==> src/rtl/fetch_stage.sv <==
// Instruction fetch stage for a 12-bit address / 16-bit instruction machine.
// Feeds a synchronous-read instruction memory, presents the returned word
// together with its address, redirects on taken jumps with a single bubble,
// and stops permanently (until reset) once an HLT instruction is presented.
module fetch_stage (
    input  logic        clk,
    input  logic        rst_n,
    input  logic        stall,
    input  logic        jflag,
    input  logic [11:0] jdest,
    output logic [11:0] imem_addr,
    output logic        imem_en,
    input  logic [15:0] imem_rdata,
    output logic [15:0] instr_out,
    output logic [11:0] pc_out,
    output logic        valid_out,
    output logic        halted
);

    localparam logic [1:0] RUN    = 2'd0;
    localparam logic [1:0] BUBBLE = 2'd1;
    localparam logic [1:0] HALT   = 2'd2;

    logic [1:0]  state;
    logic [1:0]  state_next;
    logic [11:0] fpc;
    logic [11:0] fpc_next;
    logic [11:0] pc_next;
    logic        valid_next;
    logic        halted_next;
    logic        is_hlt;
    logic        live_run;

    // The memory word is the instruction; its address is the registered pc_out.
    // Holding imem_en low keeps the memory output, and thus instr_out, stable.
    assign instr_out = imem_rdata;
    assign imem_addr = fpc;
    assign imem_en   = !stall && (state != HALT);

    // HLT is recognised from the opcode class and the function field together,
    // and only acts while a live instruction is presented in RUN with no stall.
    assign is_hlt   = (instr_out[15:14] == 2'b11) && (instr_out[7:4] == 4'b1111);
    assign live_run = (state == RUN) && valid_out && !stall;

    // Next-state selection: halt wins over a jump, a jump costs one bubble cycle,
    // otherwise the stage streams sequentially and a stall freezes everything.
    always_comb begin
        state_next  = state;
        fpc_next    = fpc;
        pc_next     = pc_out;
        valid_next  = valid_out;
        halted_next = halted;
        if (!stall) begin
            case (state)
                RUN: begin
                    if (live_run && is_hlt) begin
                        state_next  = HALT;
                        valid_next  = 1'b0;
                        halted_next = 1'b1;
                    end else if (live_run && jflag) begin
                        fpc_next   = jdest;
                        valid_next = 1'b0;
                        state_next = BUBBLE;
                    end else begin
                        fpc_next   = fpc + 12'd1;
                        pc_next    = fpc;
                        valid_next = 1'b1;
                    end
                end
                BUBBLE: begin
                    fpc_next   = fpc + 12'd1;
                    pc_next    = fpc;
                    valid_next = 1'b1;
                    state_next = RUN;
                end
                HALT: begin
                    valid_next  = 1'b0;
                    halted_next = 1'b1;
                end
                default: begin
                    valid_next = 1'b0;
                    state_next = RUN;
                end
            endcase
        end
    end

    // State and fetch registers; reset drops any pending redirect, halt or hold
    // and restarts fetching at address zero.
    always_ff @(posedge clk or negedge rst_n) begin
        if (!rst_n) begin
            state     <= RUN;
            fpc       <= 12'd0;
            pc_out    <= 12'd0;
            valid_out <= 1'b0;
            halted    <= 1'b0;
        end else begin
            state     <= state_next;
            fpc       <= fpc_next;
            pc_out    <= pc_next;
            valid_out <= valid_next;
            halted    <= halted_next;
        end
    end

endmodule
==> config.mk <==
export PLATFORM = sky130hd
export DESIGN_NAME = fetch_stage
export DESIGN_NICKNAME = d
export VERILOG_FILES = /design/src/rtl/fetch_stage.sv
export SDC_FILE = /design/constraint.sdc
export NUM_CORES = 1
export LEC_CHECK = 0
export CAP_MARGIN = 15
export CORE_MARGIN = 5
export CORE_UTILIZATION = 30
export CTS_CLUSTER_SIZE = 12
export DETAILED_ROUTE_END_ITERATION = 10
export PLACE_DENSITY_LB_ADDON = 0.2
export SYNTH_ARGS = -nofsm -noshare
export SYNTH_HDL_FRONTEND = slang
export SYNTH_SLANG_ARGS = --single-unit
==> constraint.sdc <==
create_clock -name clk -period 1.5 [get_ports clk]
set_clock_uncertainty 0.1 [all_clocks]
set_input_delay 0.45 -clock clk [delete_from_list [all_inputs] [get_ports clk]]
set_output_delay 0.45 -clock clk [all_outputs]
set_load 0.01 [all_outputs]
==> results of run 1 <==
==> synth_stat cells (2+ instances only) <==
cell | n | area share [%]
dfrtp_1 | 28 | 45
buf_4 | 18 | 8.6
mux2_2 | 12 | 8.6
a21oi_1 | 10 | 3.2
inv_1 | 8 | 1.9
nand2_1 | 7 | 1.7
nand3_1 | 7 | 2.2
mux2i_1 | 5 | 3.2
nor2_1 | 5 | 1.2
a2bb2oi_1 | 4 | 2.2
nand4_1 | 4 | 1.6
a22oi_1 | 3 | 1.4
o21ai_0 | 3 | 0.96
o21ai_1 | 3 | 0.96
o2bb2ai_1 | 3 | 1.7
a31oi_1 | 2 | 0.80
and4_1 | 2 | 1.1
buf_6 | 2 | 1.4
nand4b_1 | 2 | 1.1
nor4_1 | 2 | 0.80
or2_2 | 2 | 0.80
==> sequential cells by signal, indices dropped and copies added, names as in the netlist <==
name / count
pc_out: 12
state: 2
valid_out: 1
imem_addr: 12
halted: 1
==> logic make-up (layout without fill, tap and decap cells) <==
| group | count (synthesis) | after routing | synth area share [%] |
|---|---|---|---|
| flip-flops | 28 | 28 | 44.7 |
| AO/OA/AOI/OAI | 39 | 39 | 17.0 |
| adder cells (fa/ha/maj) | 1 | 1 | 0.797 |
| multiplexers | 17 | 17 | 11.8 |
| buffers and inverters | 29 | 134 | 12.3 |
| AND/OR/NAND/NOR | 35 | 36 | 13.5 |
==> metal layers <==
layer  vias up  track usage (%)
met4         0             5.65
li1        751                -
met1       800             19.9
met2        47             30.5
met3        15             2.06
met5         -                0
==> power by group through the flow <==
stage          registers (mW)  logic [mW]  clock network, mW
3_3_place_gp             1.28        1.85                  0
5_1_grt                  1.27        2.49              0.656
3_5_place_dp             1.29        1.90                  0
4_1_cts                  1.23        2.20              0.624
2_1_floorplan            1.45       0.614                  0
6_report                 1.24        2.33              0.617
==> repair_timing <==
| action | in CTS | in global routing |
|---|---|---|
| buffers inserted | 25 | 7 |
| hold endpoints to repair | 0 | 0 |
| hold buffers | 0 | 0 |
| gates resized for setup | 128 | 35 |
| pin swaps | 21 | 15 |
| cloned | 1 | 1 |
| setup endpoints to repair | 61 | 38 |
==> area by class of cell <==
class                   instances  area (um2)
inverters                       8        30.0
flip-flops and latches         28         703
clock inverters                 1        30.0
clock buffers                   3        41.3
multi-input cells              93         875
well taps                      70        87.6
fillers                       444        2260
repair buffers                122        1080
==> through the flow <==
stage	setup WS (ns)	hold WS, ns	instances
2_1_floorplan	-0.186	0.0544	149
3_3_place_gp	-0.674	0.355	287
3_5_place_dp	-0.734	0.365	287
4_1_cts	-0.117	0.389	317
5_1_grt	-0.203	0.396	325
6_report	-0.127	0.389	325
==> final timing paths <==
| kind | endpoint | slack [ns] |
|---|---|---|
| hold / removal | halted | 0.39 |
| setup / recovery | imem_addr[1] | -0.13 |
| hold reg to reg | halted | 0.39 |
| max in group asynchronous | state[1] | 0.72 |
| min in group asynchronous | pc_out[2] | 0.41 |
| setup reg to reg | imem_addr[1] | -0.13 |
==> results.json, run 1 <==
{
  "die-width_um": 82.3,
  "whs_path_depth": 1,
  "design_area_um2": 2850,
  "dr.max_layer_used": "met4",
  "cp.depth": 6,
  "synth_flop_cell": "dfrtp_1",
  "ys_async_sr_fraction_pct": 100,
  "synth_edf_count": 0,
  "worst_skew_pair.late_latency_ns": 0.28,
  "synth.distinct_cells": 38,
  "ys_seq_area_share_pct": 44.7,
  "swShare_pct": 34.3,
  "synthCells": 149,
  "detail_route.first_pass.iterations": 4,
  "die_area_um2": 6780,
  "reg2reg_from": "state[1]",
  "critical_path_class": "reg -> reg",
  "critPathArrivalTime_ns": 1.73,
  "min_period_ns": 1.63,
  "required_ns": 1.60,
  "cts.path.max_buffers": 2,
  "area.growth.synth_to_final_pct": 81.3,
  "p_int_mw": 2.75,
  "io_buffers": 54,
  "netlist_area_um2": 1570,
  "worst_path_most_repeated_cell": "buf_6",
  "grt_usage_pct": 16.7,
  "slew_headroom_pct": 75.1,
  "htree_levels": 1,
  "initial_core_util_pct": 30.7,
  "clkTransAtPathRegs_ns": 0.10,
  "die_h_um": 82.3,
  "clock_sinks": 28,
  "dp_hpwl_mm": 3.62,
  "final_cell_mix": "buf_4 (52), dfrtp_1 (26), clkdlybuf4s15_1 (16)",
  "fmax_mhz": 615,
  "cp-end-kind": "flip-flop",
  "violations": "setup timing",
  "core-area_um2": 5110,
  "final_common_cell": "buf_4",
  "crit_chain": "nor4b_4, buf_6, and2_4, buf_6, nand2_2, a31oi_1",
  "cts_tree": "done",
  "cts_made_buffers": 3,
  "viasPerCell": 4.96,
  "synth_warnings": 0,
  "synth_area_per_cell_um2": 10.5,
  "hold_class": "reg -> reg",
  "io_pins": 75,
  "startpoint": "state[1]",
  "leakagePower_nw": 1.30,
  "pwr-share-comb_pct": 55.6,
  "worstRegToRegCells": 6,
  "crit_path_start_kind": "flip-flop",
  "drt-met1-wl_mm": 2.22,
  "critPathMaxStageDelay_ns": 0.46,
  "setup-violations-final": 27,
  "grt_setup_unrepaired": "yes",
  "power.share.clock_pct": 14.8,
  "row_count": 26,
  "drtAntennaViolNets": 0,
  "critPathSlowestCell": "dfrtp_2",
  "vdd_drop_max_mv": 0.692,
  "status": "finished, violations left",
  "wl_met3_um": 281,
  "layout.nets": 289,
  "worst_pin_slew_ns": 0.370,
  "antenna_found_initial": 0,
  "grt_overflow_total": 0,
  "drt_iter0_drc": 128,
  "antenna_cells": 0,
  "cts_root_buf": "clkbuf_8",
  "wl_met2_mm": 3.01,
  "ys_ff_latch": 28,
  "hold_viol_final": 0,
  "vias": 1613,
  "worstHoldStart": "halted",
  "crit_family": "simple AND/OR/NAND/NOR gates",
  "worst_slack_ns": -0.127,
  "grt_pass1_vias": 1744,
  "routabilityCongestion": 0.816,
  "drive_gt1_share_pct": 55.3,
  "crit_buf_inv": 2,
  "power_mw": 4.18,
  "fin_tns_setup_ns": -2.49,
  "dpl-instance-area_um2": 2370,
  "drv_slew": 0,
  "fin_crit_sh_pct": 108,
  "cp_max_fo": 6,
  "synth_nets": 182,
  "p_per_area_nw_per_um2": 1470,
  "grt_pass1_wl_mm": 8.60,
  "drv_cap": 0,
  "pwr-share-seq_pct": 29.6,
  "final_core_util_pct": 55.7,
  "grt_max_degree": 29,
  "wl_mm": 5.64,
  "switchingPower_mw": 1.43,
  "drc_errors": 0,
  "wl_per_cell_um": 17.4
}
(Power assumes the default switching activity.)
==> inputs of run 2 (changes only) <==
--- a/config.mk
+++ b/config.mk
@@ -10,7 +10,7 @@
 export CORE_UTILIZATION = 30
 export CTS_CLUSTER_SIZE = 12
 export DETAILED_ROUTE_END_ITERATION = 10
-export PLACE_DENSITY_LB_ADDON = 0.2
+export PLACE_DENSITY = 0.7
 export SYNTH_ARGS = -nofsm -noshare
 export SYNTH_HDL_FRONTEND = slang
 export SYNTH_SLANG_ARGS = --single-unit
==> results.json, run 2 (synthesis gave the netlist of run 1 again) <==
{
  "grt_pass1_wl_mm": 8.73,
  "routabilityCongestion": 0.882,
  "die-width_um": 82.3,
  "worstRegToRegCells": 7,
  "slew_headroom_pct": 76.3,
  "cts_root_buf": "clkbuf_8",
  "crit_buf_inv": 2,
  "io_buffers": 54,
  "placedCellCount": 284,
  "vdd_drop_max_mv": 0.823,
  "power_mw": 4.54,
  "worst_skew_pair.late_latency_ns": 0.28,
  "whs_path_depth": 1,
  "min_period_ns": 1.68,
  "cts_tree": "done",
  "io_pins": 75,
  "grt_setup_unrepaired": "yes",
  "hold_viol_final": 0,
  "final_cell_mix": "buf_4 (54), dfrtp_1 (26), buf_6 (25)",
  "detail_route.first_pass.iterations": 4,
  "crit_chain": "buf_6, buf_6, ha_4, and4_4, nand3_2, o211ai_1, o2111ai_1",
  "critPathArrivalTime_ns": 1.72,
  "violations": "setup timing",
  "status": "finished, violations left",
  "drv_slew": 0,
  "wl_per_cell_um": 17.6,
  "setup-violations-final": 27,
  "cts_made_buffers": 3,
  "vias": 1695,
  "worst_path_most_repeated_cell": "buf_6",
  "cts.path.max_buffers": 2,
  "drc_errors": 0,
  "layout.nets": 299,
  "grt.busiest_layer": "met2",
  "core-area_um2": 5110,
  "grt_max_degree": 29,
  "htree_levels": 1,
  "fmax_mhz": 596,
  "antenna_cells": 0,
  "met2_usage_pct": 29.4,
  "critPathSlowestCell": "dfrtp_2",
  "cp_max_fo": 3,
  "cp-end-kind": "flip-flop",
  "drv_cap": 0,
  "viasPerCell": 5.06,
  "die_h_um": 82.3,
  "worst_pin_slew_ns": 0.354,
  "drt_iter0_drc": 113,
  "worst_slack_ns": -0.179,
  "fin_crit_sh_pct": 112,
  "crit_family": "flip-flops",
  "hold_class": "reg -> reg",
  "r2r_end": "imem_addr[10]",
  "wl_mm": 5.91,
  "final_common_cell": "buf_4",
  "drive_gt1_share_pct": 61.1,
  "grt_util_met3_pct": 3.58,
  "clkTransAtPathRegs_ns": 0.11,
  "reg2reg_from": "imem_addr[0]",
  "dp_hpwl_mm": 3.25,
  "area.growth.synth_to_final_pct": 92.3,
  "grt_pass1_vias": 1759,
  "holdPathEnd": "halted",
  "required_ns": 1.54,
  "dp_slack_ns": -0.746,
  "crit_path_start_kind": "flip-flop",
  "antenna_found_initial": 0,
  "grt_usage_pct": 17.0,
  "p_per_area_nw_per_um2": 1500,
  "grt_overflow_total": 0,
  "worstHoldStart": "halted",
  "initial_core_util_pct": 30.7,
  "die_area_um2": 6780,
  "use_met1_pct": 20.7,
  "r2r_slack_ns": -0.18,
  "critPathMaxStageDelay_ns": 0.39,
  "leakagePower_nw": 1.35,
  "cp.depth": 7,
  "critical_path_class": "reg -> reg",
  "clock_sinks": 28,
  "drtAntennaViolNets": 0,
  "instances_no_fill": 335,
  "row_count": 26
}
## run 2: cell count changes in the layout (fill, tap and decap cells not counted), moves of 3 or more
cell	before	now
o21ai_1	1	4
buf_6	11	25
clkbuf_2	11	16
buf_12	6	2
buf_2	9	4
o21ai_2	5	2
clkdlybuf4s15_1	16	13
## run 2: metal layers
| layer | vias up | wire length [um] |
|---|---|---|
| met5 | - | 0 |
| li1 | 766 | - |
| met4 | 0 | 138 |
| met1 | 848 | 2450 |
| met2 | 64 | 2970 |
| met3 | 17 | 357 |
## run 2: timing repair
action / 4_1_cts / 5_1_grt
endpoints found under the setup margin: 61 / 50
cloned: 3 / 0
pin swaps: 24 / 23
buffers inserted: 36 / 10
hold buffers: 0 / 0
resized for setup: 151 / 51
## run 2: power breakdown
group	switching [mW]	internal, mW
registers	0.188	1.05
clock network	0.259	0.358
logic	1.14	1.54
## run 2: cell type report
| class | instances | area [um2] |
|---|---|---|
| timing repair buffer | 131 | 1130 |
| inverter | 8 | 30.0 |
| multi-input combinational | 94 | 991 |
| clock buffer | 3 | 41.3 |
| fill | 424 | 2090 |
| tap | 70 | 87.6 |
| clock inverter | 1 | 30.0 |
| sequential | 28 | 703 |
## run 2: worst max-delay path by stage
stage	to	slack, ns	from
6_report	imem_addr[10]	-0.18	imem_addr[0]
3_3_place_gp	pc_out[0]	-0.69	imem_rdata[15]
4_1_cts	imem_en	-0.20	state[1]
2_1_floorplan	imem_addr[6]	-0.19	stall
3_5_place_dp	imem_addr[4]	-0.75	stall
5_1_grt	imem_addr[10]	-0.29	imem_addr[0]
## run 2: stage by stage
step | setup TNS, ns | hold WS, ns | utilization (%) | area, um2
floorplan | -3.69 | 0.0544 | - | 1610
detailed placement | -22.14 | 0.360 | 45.5 | 2330
global placement | -21.17 | 0.355 | 45.5 | 2330
global route | -4.45 | 0.408 | 59.1 | 3020
finish | -2.81 | 0.388 | 59.1 | 3020
CTS | -2.17 | 0.398 | 57.0 | 2910
==> inputs of run 3 (changes only) <==
--- a/config.mk
+++ b/config.mk
@@ -10,7 +10,9 @@
 export CORE_UTILIZATION = 30
 export CTS_CLUSTER_SIZE = 12
 export DETAILED_ROUTE_END_ITERATION = 10
+export MAX_ROUTING_LAYER = met4
 export PLACE_DENSITY = 0.7
+export SLEW_MARGIN = 15
 export SYNTH_ARGS = -nofsm -noshare
 export SYNTH_HDL_FRONTEND = slang
 export SYNTH_SLANG_ARGS = --single-unit
==> results.json, run 3 (synthesis gave the netlist of run 1 again) <==
{
  "detail_route.first_pass.iterations": 4,
  "wl_mm": 6.02,
  "fillers": 429,
  "drt_iter0_drc": 119,
  "critPathMaxStageDelay_ns": 0.39,
  "die_h_um": 82.3,
  "setup-violations-final": 27,
  "clkTransAtPathRegs_ns": 0.10,
  "critPathArrivalTime_ns": 1.77,
  "die_area_um2": 6780,
  "area.growth.synth_to_final_pct": 92.4,
  "crit_buf_inv": 2,
  "fmax_mhz": 586,
  "cts.path.max_buffers": 2,
  "whs_ns": 0.388,
  "leakagePower_nw": 1.35,
  "grt_pass1_wl_mm": 8.71,
  "slew_headroom_pct": 77.9,
  "vdd_drop_max_mv": 0.705,
  "cp-end-kind": "flip-flop",
  "worst_pin_slew_ns": 0.331,
  "cts_made_buffers": 3,
  "reg2reg_from": "imem_addr[0]",
  "fin_tns_setup_ns": -3.09,
  "critPathSlowestCell": "dfrtp_2",
  "min_period_ns": 1.71,
  "worstRegToRegCells": 7,
  "drtAntennaViolNets": 0,
  "htree_levels": 1,
  "dp_slack_ns": -0.746,
  "antenna_found_initial": 0,
  "grt_usage_pct": 17.4,
  "p_per_area_nw_per_um2": 1500,
  "io_buffers": 54,
  "layout.nets": 300,
  "fin_crit_sh_pct": 114,
  "wl_per_cell_um": 17.9,
  "final_cell_mix": "buf_4 (55), dfrtp_1 (26), buf_6 (25)",
  "antenna_cells": 0,
  "cp_max_fo": 3,
  "required_ns": 1.57,
  "drv_slew": 0,
  "worst_skew_pair.late_latency_ns": 0.28,
  "drive_gt1_share_pct": 61.7,
  "grt_pass1_vias": 1765,
  "routabilityCongestion": 0.897,
  "row_count": 26,
  "critical_path_class": "reg -> reg",
  "drv_cap": 0,
  "cts_tree": "done",
  "io_pins": 75,
  "initial_core_util_pct": 30.7,
  "clock_sinks": 28,
  "final_common_cell": "buf_4",
  "grt_overflow_total": 0,
  "worst_path_most_repeated_cell": "buf_6",
  "die-width_um": 82.3,
  "crit_family": "simple AND/OR/NAND/NOR gates",
  "grt_setup_unrepaired": "yes",
  "r2r_end": "imem_addr[8]",
  "crit_chain": "buf_6, buf_6, ha_4, and4_4, nand4_1, o31ai_2, a2bb2oi_2",
  "grt_max_degree": 29,
  "whs_path_depth": 1,
  "cts_root_buf": "clkbuf_8",
  "dp_hpwl_mm": 3.25,
  "drc_errors": 0,
  "core-area_um2": 5110,
  "vias": 1668,
  "hold_viol_final": 0,
  "crit_path_start_kind": "flip-flop",
  "power_mw": 4.54,
  "worst_slack_ns": -0.207,
  "violations": "setup timing",
  "holdPathEnd": "halted",
  "hold_class": "reg -> reg",
  "status": "finished, violations left",
  "worstHoldStart": "halted",
  "viasPerCell": 4.96,
  "r2r_slack_ns": -0.21
}
-- run 3: layout make-up --
type / count / area [um2] / share of cell area (%)
tap: 70 / 87.6 / 2.90
timing repair buffer: 132 / 1140 / 37.6
multi-input combinational: 94 / 991 / 32.8
inverter: 8 / 30.0 / 0.995
clock buffer: 3 / 41.3 / 1.37
sequential: 28 / 703 / 23.3
clock inverter: 1 / 30.0 / 0.995
-- run 3: worst max path at each step --
stage                   start             to  slack (ns)  cells past startpoint
2_1_floorplan           stall   imem_addr[6]       -0.19                      6
3_3_place_gp   imem_rdata[15]      pc_out[0]       -0.69                      6
3_5_place_dp            stall   imem_addr[4]       -0.75                      6
4_1_cts              state[1]        imem_en       -0.20                      2
5_1_grt          imem_addr[0]  imem_addr[10]       -0.31                      7
6_report         imem_addr[0]   imem_addr[8]       -0.21                      7
-- run 3: layer usage --
metal	vias to the layer above	GRT usage, %	wire, um	part of all wire, %
met1	844	20.9	2620	44
met4	0	5.81	65	1.1
met2	47	29.4	3080	51
li1	770	-	-	-
met3	7	3.25	254	4.2
met5	-	-	0	0
-- run 3: what timing repair did --
item                                    4_1_cts  5_1_grt
resized for setup                           151       52
hold buffers                                  0        0
pin swaps                                    24       25
gates cloned                                  3        0
endpoints found under the setup margin       61       50
buffers inserted                             36       11
hold endpoints to repair                      0        0
-- run 3: power by group --
| part | total, mW | internal, mW | switching [mW] | leakage, nW |
|---|---|---|---|---|
| combinational | 2.69 | 1.55 | 1.15 | 0.994 |
| sequential | 1.24 | 1.05 | 0.190 | 0.322 |
| clock | 0.609 | 0.358 | 0.251 | 0.0357 |
-- run 3: per-stage QoR --
step,cell area [um2],util [%],instances
finish,3020,59.1,336
detailed placement,2330,45.5,284
global placement,2330,45.5,284
floorplan,1610,-,149
global route,3020,59.1,336
CTS,2910,57.0,327
